<file path="config.mk">
export PLATFORM = sky130hd
export DESIGN_NAME = seg_scan_capture
export DESIGN_NICKNAME = d
export VERILOG_FILES = /design/src/rtl/seg_scan_capture.sv
export SDC_FILE = /design/constraint.sdc
export NUM_CORES = 1
export LEC_CHECK = 0
export BUFFER_PORTS_ARGS = -buffer_cell sky130_fd_sc_hd__buf_4
export CAP_MARGIN = 20
export CORE_MARGIN = 1.5
export CORE_UTILIZATION = 56
export CTS_BUF_LIST = sky130_fd_sc_hd__clkbuf_2 sky130_fd_sc_hd__clkbuf_4 sky130_fd_sc_hd__clkbuf_8
export DETAILED_ROUTE_END_ITERATION = 8
export PLACE_DENSITY = 0.78
export SLEW_MARGIN = 40
export SYNTH_ARGS = -nofsm -noshare
export SYNTH_HDL_FRONTEND = slang
export SYNTH_SLANG_ARGS = --single-unit
</file>
<file path="constraint.sdc">
create_clock -name clk -period 6.7 [get_ports clk]
set_input_delay 1.675 -clock clk [delete_from_list [all_inputs] [get_ports clk]]
set_output_delay 1.675 -clock clk [all_outputs]
set_load 0.02 [all_outputs]
</file>
<file path="src/rtl/seg_scan_capture.sv">
// seg_scan_capture: recovers BCD frames from a scanned, active-low 7-segment display
module seg_scan_capture #(
    parameter int DIGITS = 4,
    parameter int SETTLE = 2
) (
    input  logic                clk,
    input  logic                rst,
    input  logic [6:0]          seg,
    input  logic [DIGITS-1:0]   an,
    output logic [4*DIGITS-1:0] bcd_out,
    output logic [DIGITS-1:0]   err_out,
    output logic                valid,
    input  logic                ready,
    output logic                overrun
);
    localparam int CW = $clog2(SETTLE) + 1;
    typedef enum logic {TRACK, HOLD} state_t;
    state_t              state;
    logic [DIGITS+6:0]   in_q;
    logic [CW-1:0]       cnt;
    logic [4*DIGITS-1:0] slots;
    logic [DIGITS-1:0]   errs, seen, hit;
    logic [3:0]          dig;
    logic                changed, smp, done;
    assign changed = {an, seg} != in_q;
    assign smp     = !changed && state == TRACK && cnt == CW'(SETTLE - 1);
    // blank or multi-low strobes select no slot, so such samples are dropped
    assign hit     = $onehot(~in_q[DIGITS+6:7]) ? ~in_q[DIGITS+6:7] : '0;
    assign done    = &seen;
    always_comb begin
        dig = 4'hF;
        case (in_q[6:0])
            7'b0000001: dig = 4'd0;
            7'b1001111: dig = 4'd1;
            7'b0010010: dig = 4'd2;
            7'b0000110: dig = 4'd3;
            7'b1001100: dig = 4'd4;
            7'b0100100: dig = 4'd5;
            7'b0100000: dig = 4'd6;
            7'b0001111: dig = 4'd7;
            7'b0000000: dig = 4'd8;
            7'b0000100: dig = 4'd9;
            default:    dig = 4'hF;
        endcase
    end
    always_ff @(posedge clk) begin
        if (rst) begin
            in_q    <= '1;
            cnt     <= '0;
            state   <= TRACK;
            slots   <= '0;
            errs    <= '0;
            seen    <= '0;
            bcd_out <= '0;
            err_out <= '0;
            valid   <= 1'b0;
            overrun <= 1'b0;
        end else begin
            overrun <= 1'b0;
            if (changed) begin
                in_q  <= {an, seg};
                cnt   <= '0;
                state <= TRACK;
            end else if (state == TRACK) begin
                if (smp) state <= HOLD;
                else cnt <= cnt + 1'b1;
            end
            if (smp)
                for (int i = 0; i < DIGITS; i++)
                    if (hit[i]) begin
                        slots[4*i +: 4] <= dig;
                        errs[i]         <= dig == 4'hF;
                    end
            seen <= (done ? '0 : seen) | (smp ? hit : '0);
            if (done && (!valid || ready)) begin
                bcd_out <= slots;
                err_out <= errs;
                valid   <= 1'b1;
            end else if (done) begin
                overrun <= 1'b1;
            end else if (valid && ready) begin
                valid <= 1'b0;
            end
        end
    end
endmodule

</file>
==> results.sh <==
export IMPL_status="completed"
export IMPL_yosys_warnings=0
export IMPL_ir_drop_mv=0.151
export IMPL_slew_violations=0
export IMPL_drtIter0Drc=141
export IMPL_yosysUniqueCellTypes=53
export IMPL_place_area_um2=2940
export IMPL_finClkSkew_ns=0.0129
export IMPL_path_cells="fa_1 > inv_1 > ha_1 > ha_1 > or3b_1 > nor3b_2 > nand4_4 > or2_1 > a211oi_2"
export IMPL_fmax_mhz=318
export IMPL_yosys_register_bits=60
export IMPL_yosys_area_top_type_share_pct=44.5
export IMPL_grt_max_degree=63
export IMPL_clock_latency_ns=0.34
export IMPL_crit_slowest_cell="dfxtp_1"
export IMPL_num_vias=2099
export IMPL_cts_tree="done"
export IMPL_globalplace_congestion=0.781
export IMPL_n_antenna_cell=0
export IMPL_power_uw=845
export IMPL_ctsRootBufferMaster="clkbuf_8"
export IMPL_die_area_um2=5240
export IMPL_rows=25
export IMPL_overflow=0
export IMPL_fin_util_pct=68.3
export IMPL_dpl_hpwl_mm=3.50
export IMPL_final_cell_mix="60 x dfxtp_1, 47 x nand2_1, 36 x buf_4"
export IMPL_grt_usage_pct=21.1
export IMPL_worst_ep_required_time_ns=6.97
export IMPL_via_per_inst=5.55
export IMPL_clk_pin_slew_ns=0.08
export IMPL_postCtsResizedCells=0
export IMPL_grt_pass1_vias=1901
export IMPL_maxCapViolations=0
export IMPL_first_pass_iters=4
export IMPL_fin_crit_sh_pct=46.9
export IMPL_cpLargestDelayFamily="simple AND/OR/NAND/NOR gates"
export IMPL_numCtsBuffers=9
export IMPL_pin_count=36
export IMPL_clk_path_buf_depth=2
export IMPL_hold_viol=0
export IMPL_synthesis_nets=309
export IMPL_core_area_um2=4690
export IMPL_cp_end_kind="flop"
export IMPL_grt_pass1_wl_mm=8.46
export IMPL_drcViolationCount=0
export IMPL_area_growth_pct=18.8
export IMPL_crit_path_frequent_cell="ha_1"
export IMPL_start_util_pct=57.5
export IMPL_start_kind="flop"
export IMPL_p_per_area_nw_per_um2=264
export IMPL_die_h_um=72.4
export IMPL_path_buf_inv=1
export IMPL_syn_area_um2=2700
export IMPL_wl_mm=5.14
export IMPL_power_leakage_uw=0.00123
export IMPL_rsz0062_at_grt="no"
export IMPL_synthCells=291
export IMPL_synth_top_cell_by_area="dfxtp_1"
export IMPL_htree_levels=3
export IMPL_critPathMaxFanout=25
export IMPL_ctsHoldBuffers=0
export IMPL_drive_above_1_share_pct=25.3
export IMPL_portBuffers=35
export IMPL_post_drt_wl_per_cell_um=13.6
export IMPL_setup_tns_ns=0
export IMPL_postCtsSetupBuffers=0
export IMPL_synthTopCellsByArea="dfxtp_1 45%, nand2_1 6.5%, a21oi_1 4.6%"
export IMPL_ys_seq_area_share_pct=44.5
export IMPL_fin_area_um2=3210
export IMPL_cp_data_arrival_time_ns=3.41
export IMPL_slew_headroom_pct=49.0
export IMPL_antenna_found_initial=0
export IMPL_tightest_slew_ns=0.763
export IMPL_setup_violations=0
export IMPL_clock_sinks=60
export IMPL_syn_area_per_cell_um2=9.27
export IMPL_final_min_clock_period_ns=3.14
export IMPL_slowest_delay_ns=0.56
export IMPL_timing_hold_ws_ns=0.450
export IMPL_postRouteAntennaNets=0
export IMPL_nNetsFinal=337
export IMPL_final_common_cell="dfxtp_1"
export IMPL_critical_path_class="flop to flop"
export IMPL_die_w_um=72.4
export IMPL_hp_class="flop to flop"
==> state kept, by name, indices dropped and copies added (netlist names) <==
register / cells
bcd_out: 16
valid: 1
in_q: 11
err_out: 4
state: 1
slots: 16
seen: 4
errs: 4
overrun: 1
cnt: 2
==> cells by family (layout without fill, tap and decap cells) <==
| group | after synthesis | after routing | share of synthesized area (%) |
|---|---|---|---|
| compound gates | 66 | 66 | 18.3 |
| xor+xnor | 13 | 13 | 4.22 |
| fa+ha+maj | 4 | 4 | 2.13 |
| buf+inv | 27 | 60 | 4.87 |
| flops | 60 | 60 | 44.5 |
| mux | 2 | 2 | 0.742 |
| simple gates | 119 | 119 | 25.2 |
==> worst register-to-register path: cells and delay by family (launching register included) <==
kind | cells | cell delay [ns]
AO/OA/AOI/OAI | 1 | 0.22
flip-flops | 1 | 0.56
adder cells (fa/ha/maj) | 3 | 0.83
buffers and inverters | 1 | 0.06
AND/OR/NAND/NOR | 4 | 1.40
==> synth_stat cells, drive strengths merged <==
cell type and number:
a211oi 8, a21oi 26, a311oi 1, a31oi 1
a32oi 1, a41o 1, and2 1, and3 2
and4 1, and4b 1, buf 7, clkbuf 12
dfxtp 60, fa 1, ha 3, inv 8
mux2i 2, nand2 47, nand2b 5, nand3 1
nand3b 3, nand4 5, nand4b 1, nor2 11
nor2b 9, nor3 6, nor3b 5, nor4 4
nor4b 2, o21a 3, o21ai 14, o21ba 6
o31ai 4, o32ai 1, or2 13, or3b 1
or4 1, xnor2 6, xor2 7
==> path summary, 6_finish.rpt <==
| check | from | to | slack, ns | cells after the start |
|---|---|---|---|---|
| setup / recovery | in_q[8] | slots[6] | 3.56 | 9 |
| hold / removal | slots[15] | bcd_out[15] | 0.45 | 2 |
| setup reg to reg | in_q[8] | slots[6] | 3.56 | 9 |
| hold reg to reg | slots[15] | bcd_out[15] | 0.45 | 2 |
==> area by class of cell <==
cell class,instances,area (µm²)
clock buffer,9,124
clock inverter,7,146
fill,382,1490
inverter,8,30.0
multi-input combinational,204,1370
sequential,60,1200
tap,54,67.6
timing repair buffer,36,270
==> layer usage <==
| layer | GRT usage (%) | vias up | part of all wire, % |
|---|---|---|---|
| li1 | - | 1059 | - |
| met1 | 26.0 | 984 | 46 |
| met2 | 34.6 | 46 | 48 |
| met3 | 4.17 | 10 | 3.3 |
| met4 | 11.9 | 0 | 2.3 |
| met5 | 0 | - | 0 |
==> report_power, final <==
group | internal [µW] | total (µW) | leakage [µW] | switching, µW
logic | 17.6 | 37.2 | 0.000614 | 19.6
clock network | 287 | 439 | 0.000134 | 152
registers | 360 | 369 | 0.000486 | 9.18
total | 665 | 845 | 0.00123 | 181
==> metrics by stage <==
step	setup slack (ns)	std cells
2_1_floorplan	3.72	291
3_3_place_gp	3.35	362
3_5_place_dp	3.29	362
4_1_cts	3.55	378
5_1_grt	3.38	378
6_report	3.56	378
No activity file was read; power rests on OpenSTA's default activity.
